$ cat config.mk
export PLATFORM = sky130hd
export DESIGN_NAME = seg_scanner
export DESIGN_NICKNAME = d
export VERILOG_FILES = /design/src/rtl/seg_scanner.sv
export SDC_FILE = /design/constraint.sdc
export NUM_CORES = 1
export LEC_CHECK = 0
export BUFFER_PORTS_ARGS = -buffer_cell sky130_fd_sc_hd__buf_2
export CAP_MARGIN = 30
export CORE_MARGIN = 2
export CORE_UTILIZATION = 57
export CTS_CLUSTER_SIZE = 30
export DETAILED_ROUTE_END_ITERATION = 10
export PLACE_DENSITY = 0.77
export SETUP_SLACK_MARGIN = 0.1
export SLEW_MARGIN = 20
export SYNTH_ARGS = -nofsm -noshare
export SYNTH_HDL_FRONTEND = slang
export SYNTH_SLANG_ARGS = --single-unit
$ cat constraint.sdc
create_clock -name clk -period 3.4 [get_ports clk]
set_clock_uncertainty 0.05 [all_clocks]
set_input_delay 0.34 -clock clk [delete_from_list [all_inputs] [get_ports clk]]
set_output_delay 0.34 -clock clk [all_outputs]
set_load 0.01 [all_outputs]
$ cat src/rtl/seg_scanner.sv
// seg_scanner: time-multiplexed driver for an 8-digit, 7-segment display.
// A prescaler paces the digit slots. Each frame shows a snapshot of
// numStorage that is taken at frame end. Optional leading-zero blanking
// is overridden at the edit position, which is marked with the decimal point.
module seg_scanner #(
    parameter int REFRESH_DIV = 100000
) (
    input  logic        clk,
    input  logic        rst_n,
    input  logic [31:0] numStorage,
    input  logic [2:0]  bitSW,
    input  logic        blank_en,
    output logic [7:0]  an,
    output logic [6:0]  seg,
    output logic        dp,
    output logic        frame_done
);

    localparam int CNT_W = (REFRESH_DIV > 2) ? $clog2(REFRESH_DIV) : 1;
    localparam logic [CNT_W-1:0] CNT_MAX = CNT_W'(REFRESH_DIV - 1);

    // Active-low hex decode, segment order {g,f,e,d,c,b,a}.
    function automatic logic [6:0] hex_to_seg(input logic [3:0] h);
        logic [6:0] s;
        case (h)
            4'h0: s = 7'h40;
            4'h1: s = 7'h79;
            4'h2: s = 7'h24;
            4'h3: s = 7'h30;
            4'h4: s = 7'h19;
            4'h5: s = 7'h12;
            4'h6: s = 7'h02;
            4'h7: s = 7'h78;
            4'h8: s = 7'h00;
            4'h9: s = 7'h10;
            4'hA: s = 7'h08;
            4'hB: s = 7'h03;
            4'hC: s = 7'h46;
            4'hD: s = 7'h21;
            4'hE: s = 7'h06;
            default: s = 7'h0E;
        endcase
        return s;
    endfunction

    logic [CNT_W-1:0] cnt_q, cnt_d;
    logic [2:0]       idx_q, idx_d;
    logic [31:0]      snap_q, snap_d;
    logic             frame_done_q, frame_done_d;
    logic [7:0]       an_q, an_d;
    logic [6:0]       seg_q, seg_d;
    logic             dp_q, dp_d;
    logic             tick;

    // Prescaler, slot index and frame-end snapshot.
    always_comb begin
        tick         = (cnt_q == CNT_MAX);
        cnt_d        = tick ? '0 : cnt_q + CNT_W'(1);
        idx_d        = tick ? idx_q + 3'd1 : idx_q;
        snap_d       = snap_q;
        frame_done_d = 1'b0;
        if (tick && (idx_q == 3'd7)) begin
            snap_d       = numStorage;
            frame_done_d = 1'b1;
        end
    end

    // Display decode for the current slot; registered one cycle later.
    always_comb begin
        logic [3:0] nib;
        logic       edit_pos;
        logic       blank;
        nib      = snap_q[{idx_q, 2'b00} +: 4];
        edit_pos = (idx_q == bitSW);
        // Digit k is a leading zero when every nibble from k upward is zero;
        // digit 0 and the edit position are always lit.
        blank    = blank_en && (idx_q != 3'd0) && !edit_pos &&
                   ((snap_q >> {idx_q, 2'b00}) == 32'd0);
        an_d     = ~(8'b1 << idx_q);
        seg_d    = hex_to_seg(nib);
        dp_d     = !edit_pos;
        if (blank) begin
            an_d  = 8'hFF;
            seg_d = 7'h7F;
            dp_d  = 1'b1;
        end
    end

    // State and output registers with asynchronous reset to a dark display.
    always_ff @(posedge clk or negedge rst_n) begin
        if (!rst_n) begin
            cnt_q        <= '0;
            idx_q        <= 3'd0;
            snap_q       <= 32'd0;
            frame_done_q <= 1'b0;
            an_q         <= 8'hFF;
            seg_q        <= 7'h7F;
            dp_q         <= 1'b1;
        end else begin
            cnt_q        <= cnt_d;
            idx_q        <= idx_d;
            snap_q       <= snap_d;
            frame_done_q <= frame_done_d;
            an_q         <= an_d;
            seg_q        <= seg_d;
            dp_q         <= dp_d;
        end
    end

    assign an         = an_q;
    assign seg        = seg_q;
    assign dp         = dp_q;
    assign frame_done = frame_done_q;

endmodule
==> results of run 1 <==
power groups by stage:
stage / logic, mW / registers [mW] / clock network [mW]
CTS: 0.126 / 0.877 / 0.613
finish: 0.124 / 0.878 / 0.601
global placement: 0.121 / 0.891 / 0
floorplan: 0.0606 / 0.889 / 0
global route: 0.140 / 0.881 / 0.655
detailed placement: 0.124 / 0.892 / 0
final cells by class:
class / instances / area (um2)
clock buffers: 12 / 155.1
clock inverters: 4 / 22.52
fillers: 463 / 1878
inverters: 8 / 30.03
multi-input cells: 210 / 1684
flip-flops and latches: 69 / 1747
well taps: 75 / 93.84
repair buffers: 62 / 345.3
cell usage after synthesis (all sizes together) (2+ instances only):
library cell / n
mux2i: 6
xor2: 7
or2: 2
dfrtp: 53
clkbuf: 5
nand3: 12
o211ai: 2
xnor2: 12
dfstp: 16
o21ai: 6
nor4: 7
a21oi: 10
nor2b: 2
nor2: 27
inv: 8
nand2: 28
nor3b: 2
nand4: 5
mux2: 33
o221ai: 4
ha: 13
and3: 3
buf: 9
nor3: 8
mux4: 10
cells by family (layout without fill, tap and decap cells):
logic type / after synthesis / in the layout
flip-flops: 69 / 69
multiplexers: 49 / 49
XOR/XNOR: 19 / 19
buffers and inverters: 22 / 86
AO/OA/AOI/OAI: 29 / 29
AND/OR/NAND/NOR: 100 / 100
adder cells (fa/ha/maj): 13 / 13
path summary, 6_finish.rpt:
| check | to | slack [ps] | cells past startpoint |
|---|---|---|---|
| worst max-delay path | seg[1] | 440 | 9 |
| worst min-delay path | snap_q[31] | 150 | 2 |
| worst max register to register | seg[1] | 440 | 9 |
| worst min register to register | cnt_q[0] | 450 | 1 |
| max in group asynchronous | an[3] | 2470 | 3 |
| min in group asynchronous | snap_q[3] | 480 | 3 |
registers in the layout (all words and copies together), names as in the netlist:
signal and count:
snap_q 32, cnt_q 17, an 8, seg 7
idx_q 3, dp 1, frame_done 1
critical path, delay by kind of cell, from the launching register on:
family	cells	cell delay, ps
muxes	1	570
DFF	1	510
buffers and inverters	1	170
adders and majority gates	1	230
and+or+nand+nor	5	1210
AOI/OAI and AO/OA	1	130
what timing repair did:
| item | in CTS | in global routing |
|---|---|---|
| hold endpoints to repair | 53 | 0 |
| hold buffers | 1 | 0 |
| endpoints found under the setup margin | 0 | 0 |
per-layer routing:
| layer | routed length (um) | track usage |
|---|---|---|
| met5 | 0 | 0 |
| met4 | 131 | 0.1131 |
| met3 | 456 | 0.05217 |
| met2 | 3038 | 0.3315 |
| met1 | 3389 | 0.3312 |
metrics by stage:
stage	hold WS [ps]	instances	instance area (um2)	setup WS, ps
6_report	152.7	440	4078	436.7
5_1_grt	134.4	440	4078	311.1
4_1_cts	141.5	440	4078	441.3
3_5_place_dp	335.1	423	3890	478.4
3_3_place_gp	333.3	423	3890	639.9
2_1_floorplan	-5.591	301	3536	309.2
==> results.cfg, run 1 <==
[route]
first_pass_iters = 4
drc = 0
totalWireLength_mm = 7.016
avgRoutedWirePerCell_um = 15.95
post_drt_via_cell_ratio = 5.709
num_vias = 2512
detail_route.iter0.violations = 170
final_antenna_net_count = 0

[floorplan]
ios = 55
row_count = 28
core_area_mm2 = 0.005956
starting_density_of_the_core = 0.5937
fp.dieArea_mm2 = 0.006849
chipHeight_um = 82.76
die_width_um = 82.76

[clock_network]
clock-sinks = 69
numCtsBuffers = 9
cts_root_buf = sky130_fd_sc_hd__clkbuf_8
cts_post_setup_buffers_inserted = 0
clock_tree_from_tritoncts = done
h-tree-depth = 3
postCtsResizedCells = 0
worst_skew_pair.late_latency_ps = 340
path_clk_slew_ps = 70
clk_path_buf_depth = 2

[critical_path]
startpoint_type = flip-flop
path_cells = mux4_2 > nand2_1 > nand2_1 > inv_1 > ha_1 > nand4_1 > or2_1 > or4_4 > o221ai_1
worstPathArrival_ps = 3170
worstReg2RegStart = idx_q[0]
critPathMaxFanout = 11
critical_path_required_ps = 3600
critical_path.max_stage_delay_ps = 650
setup.worst_path.class = reg -> reg
timing.critical_path.from = idx_q[0]
crit_path_frequent_cell = sky130_fd_sc_hd__nand2_1
crit_path_end_kind = flip-flop
crit_path_top_delay_cell = sky130_fd_sc_hd__or4_4

[layout]
layout.cells.most_common_list = 54 x sky130_fd_sc_hd__buf_2, 53 x sky130_fd_sc_hd__dfrtp_1, 32 x sky130_fd_sc_hd__mux2_1
final_nets = 411
final_layout_size_suffix_gt1_frac = 0.3151
most_frequent_standard_cell_in_the_layout_excluding_fill_and_tap_cells = sky130_fd_sc_hd__buf_2
finalCoreUtilization = 0.6847
antenna_cells = 0
synthesis_to_layout_area_growth_pct = 15.32

[grt]
grt_pass1_vias = 2443
grt_pass1_wl_mm = 11.70
globalRouteTotalUtil = 0.2308
maximum_number_of_pins_on_one_net_before_global_route_repair = 70
grt_overflow = 0
grt_antenna_before_repair = 0

[power_and_ir_drop]
final_total_power_mw = 1.603
power.share.switching = 0.2412
netSwitchingPower_mw = 0.3867
cell_internal_pwr_mw = 1.216
max-vdd-ir-drop_mv = 0.3174
clock_power_share = 0.375
sequentialPowerShare = 0.548
powerDensity_mw_per_mm2 = 393.1
share_comb_of_total_power = 0.078
power_leakage_nw = 1.803

[synth]
synth.top_cell.area_share = 0.3751
synth_compound_gate_area_share = 0.05485
synth-seq-area-share = 0.4940
share_of_synthesized_cell_area_in_and_or_nand_and_nor_gates = 0.1426
synthesis_stage_register_bit_count = 69
synth_area_leader_cell = sky130_fd_sc_hd__dfrtp_1
main_combinational_cell_family_by_area_after_synthesis = multiplexers
synth_area_per_cell_um2 = 11.75
synth_top_cells_by_area = sky130_fd_sc_hd__dfrtp_1 38%, sky130_fd_sc_hd__dfstp_2 12%, sky130_fd_sc_hd__mux2_1 10%, sky130_fd_sc_hd__mux4_2 6.4%, sky130_fd_sc_hd__ha_1 4.6%
yosys.area_share.adder = 0.04600
fraction_of_synthesis_flops_using_an_asynchronous_set_or_reset_pin = 1.000
synthMuxAreaShare = 0.1858
synth_cells = 301
synth.net_count = 352
netlist-cell-type-count = 48
synth_xor_area_frac = 0.04706
synth_top_flop_cell = sky130_fd_sc_hd__dfrtp_1
synth_warnings = 0
synth-edff-count = 0
post_synth_design_cell_area_mm2 = 0.003536

[timing]
period_minus_slack_ps = 2963
drv_slew = 0
setup_viol = 0
finalHoldViolations = 0
rsz0062_at_grt = no
maxSlewHeadroom = 0.5684
fin_tns_setup_ps = 0
period_share = 0.8716
max_freq_ghz = 0.3375
worstMarginPinSlew_ps = 629.3

[min_path]
min_from = numStorage[31]
hold_path_class = in -> reg

[place]
port_buffer_cells = 54
detailed_place_hpwl_mm = 5.032
globalplace.congestion = 0.8839

[run]
maxCapViolCount = 0

[run_status]
status = finished, final reports clean
Note: power is estimated with default switching activity, not from simulation.
==> run 2, diff against run 1 <==
--- a/config.mk
+++ b/config.mk
@@ -8,10 +8,11 @@
 export BUFFER_PORTS_ARGS = -buffer_cell sky130_fd_sc_hd__buf_2
 export CAP_MARGIN = 30
 export CORE_MARGIN = 2
-export CORE_UTILIZATION = 57
+export CORE_UTILIZATION = 59
+export CTS_BUF_LIST = sky130_fd_sc_hd__clkbuf_4
 export CTS_CLUSTER_SIZE = 30
 export DETAILED_ROUTE_END_ITERATION = 10
-export PLACE_DENSITY = 0.77
+export PLACE_DENSITY = 0.79
 export SETUP_SLACK_MARGIN = 0.1
 export SLEW_MARGIN = 20
 export SYNTH_ARGS = -nofsm -noshare
==> results.cfg, run 2 (same netlist as run 1, synthesis figures left out) <==
[run]
maxCapViolCount = 0

[grt]
met2_layer_usage_reported_by_global_route = 0.3582
maximum_number_of_pins_on_one_net_before_global_route_repair = 39
grt_pass1_vias = 2394
grt.busiest_layer = met2
globalRouteTotalUtil = 0.2365
grt_pass1_wl_mm = 11.73
grt_antenna_before_repair = 0
grt_overflow = 0
gr-usage-met1 = 0.3314
grt_util_met3 = 0.06044

[critical_path]
timing.critical_path.from = idx_q[0]
reg2reg_setup_slack_ps = 420
worstReg2RegEnd = seg[1]
crit_end = seg[1]
path_cells = mux4_2 > nand2_1 > nand2_1 > inv_1 > ha_1 > nand4_1 > or2_1 > or4_4 > o221ai_1
worst-path-stages = 9
startpoint_type = flip-flop
worstPathArrival_ps = 3260
critical_path.max_stage_delay_ps = 650
critical-path-top-delay-family = simple AND/OR/NAND/NOR gates
crit_path_end_kind = flip-flop
crit_path_top_delay_cell = sky130_fd_sc_hd__or4_4
setup.worst_path.class = reg -> reg
crit_path_frequent_cell = sky130_fd_sc_hd__nand2_1
critical_path_required_ps = 3680
critPathMaxFanout = 11
worstRegToRegCells = 9
worstReg2RegStart = idx_q[0]
worstPathBufferInverterCount = 1

[floorplan]
core_area_mm2 = 0.005851
fp.dieArea_mm2 = 0.006628
starting_density_of_the_core = 0.6044
die_width_um = 81.42
ios = 55
row_count = 28
chipHeight_um = 81.42

[layout]
final_cells = 440
largest_register_ff_count = 32
antenna_cells = 0
final_nets = 411
synthesis_to_layout_area_growth_pct = 12.95
multi_input_logic_area_mm2 = 0.001684
most_frequent_standard_cell_in_the_layout_excluding_fill_and_tap_cells = sky130_fd_sc_hd__buf_2
final_layout_size_suffix_gt1_frac = 0.3096
layout.cells.most_common_list = 54 x sky130_fd_sc_hd__buf_2, 53 x sky130_fd_sc_hd__dfrtp_1, 32 x sky130_fd_sc_hd__mux2_1
layout.cell_area.non_filler_mm2 = 0.003994
finalCoreUtilization = 0.6826
sequential_cell_area_mm2 = 0.001747
top_register = snap_q
fillers = 436

[clock_network]
clock_tree_from_tritoncts = done
numCtsBuffers = 9
postCtsResizedCells = 0
cts_post_setup_buffers_inserted = 0
h-tree-depth = 3
worst_skew_pair.late_latency_ps = 420
path_clk_slew_ps = 120
cts_root_buf = sky130_fd_sc_hd__clkbuf_4
clock-sinks = 69
clk_path_buf_depth = 2

[power_and_ir_drop]
sequentialPowerShare = 0.609
clock_power_share = 0.305
power_leakage_nw = 1.761
cell_internal_pwr_mw = 1.063
powerDensity_mw_per_mm2 = 360.7
netSwitchingPower_mw = 0.3777
power.share.switching = 0.2621
share_comb_of_total_power = 0.085
max-vdd-ir-drop_mv = 0.2476

[place]
place.detailed.instances = 423
detailed_place_hpwl_mm = 5.076
placement_stage_cell_area_mm2 = 0.003877
port_buffer_cells = 54
globalplace.congestion = 0.8775

[timing]
setup_viol = 0
drv_slew = 0
final.hold.worst_slack_ps = 67.43
finalHoldViolations = 0
maxSlewHeadroom = 0.5230
rsz0062_at_grt = no
max_freq_ghz = 0.3359
fin_tns_setup_ps = 0
period_share = 0.8757
period_minus_slack_ps = 2977
worstMarginPinSlew_ps = 715.6

[route]
post_drt_via_cell_ratio = 5.736
final_antenna_net_count = 0
totalWireLength_mm = 7.040
drc = 0
first_pass_iters = 4
detail_route.iter0.violations = 169
num_vias = 2524
avgRoutedWirePerCell_um = 16.00

[min_path]
hold_path_class = in -> reg
min_from = numStorage[17]

[run_status]
status = finished, final reports clean
-- run 2: cell types whose count changed in the layout (fill, tap and decap cells not counted), sizes merged --
cell      change
clkbuf        -2
clkinv        +1
clkinvlp      +1
-- run 2: stage by stage --
step	power, mW	setup WS, ps
2_1_floorplan	0.9500	309.2
3_3_place_gp	1.011	640.0
3_5_place_dp	1.015	491.7
4_1_cts	1.452	443.2
5_1_grt	1.507	279.3
6_report	1.441	422.7
-- run 2: layout make-up --
class / instances / area share
sequential: 69 / 0.4373
clock buffer: 10 / 0.01880
tap: 75 / 0.02350
multi-input combinational: 210 / 0.4217
timing repair buffer: 62 / 0.08333
inverter: 8 / 0.007519
clock inverter: 6 / 0.007832
-- run 2: how the worst min path moves through the flow --
stage                 end  cells past startpoint
2_1_floorplan    cnt_q[0]                      0
3_3_place_gp   frame_done                      1
3_5_place_dp   frame_done                      1
4_1_cts        snap_q[17]                      2
5_1_grt         snap_q[2]                      2
6_report       snap_q[17]                      2
-- run 2: routing by layer --
| metal | vias to the layer above | routed length (um) |
|---|---|---|
| li1 | 1189 | - |
| met1 | 1234 | 3204 |
| met2 | 91 | 3245 |
| met3 | 10 | 484 |
| met4 | 0 | 106 |
| met5 | - | 0 |
-- run 2: worst register-to-register path, cell delays in order, from the launching register on --
cell and delay (ps):
sky130_fd_sc_hd__dfrtp_1 520, sky130_fd_sc_hd__mux4_2 560, sky130_fd_sc_hd__nand2_1 80, sky130_fd_sc_hd__nand2_1 150, sky130_fd_sc_hd__inv_1 180, sky130_fd_sc_hd__ha_1 220
sky130_fd_sc_hd__nand4_1 100, sky130_fd_sc_hd__or2_1 240, sky130_fd_sc_hd__or4_4 650, sky130_fd_sc_hd__o221ai_1 140
-- run 2: timing repair --
action	CTS	global route
setup endpoints to repair	0	0
hold buffers	1	0
hold endpoints to repair	15	0
-- run 2: power groups by stage --
| stage | Sequential [mW] | Combinational (mW) | Clock [mW] |
|---|---|---|---|
| global placement | 0.891 | 0.120 | 0 |
| detailed placement | 0.892 | 0.123 | 0 |
| finish | 0.878 | 0.123 | 0.440 |
| global route | 0.882 | 0.139 | 0.486 |
| CTS | 0.877 | 0.125 | 0.450 |
| floorplan | 0.889 | 0.0606 | 0 |
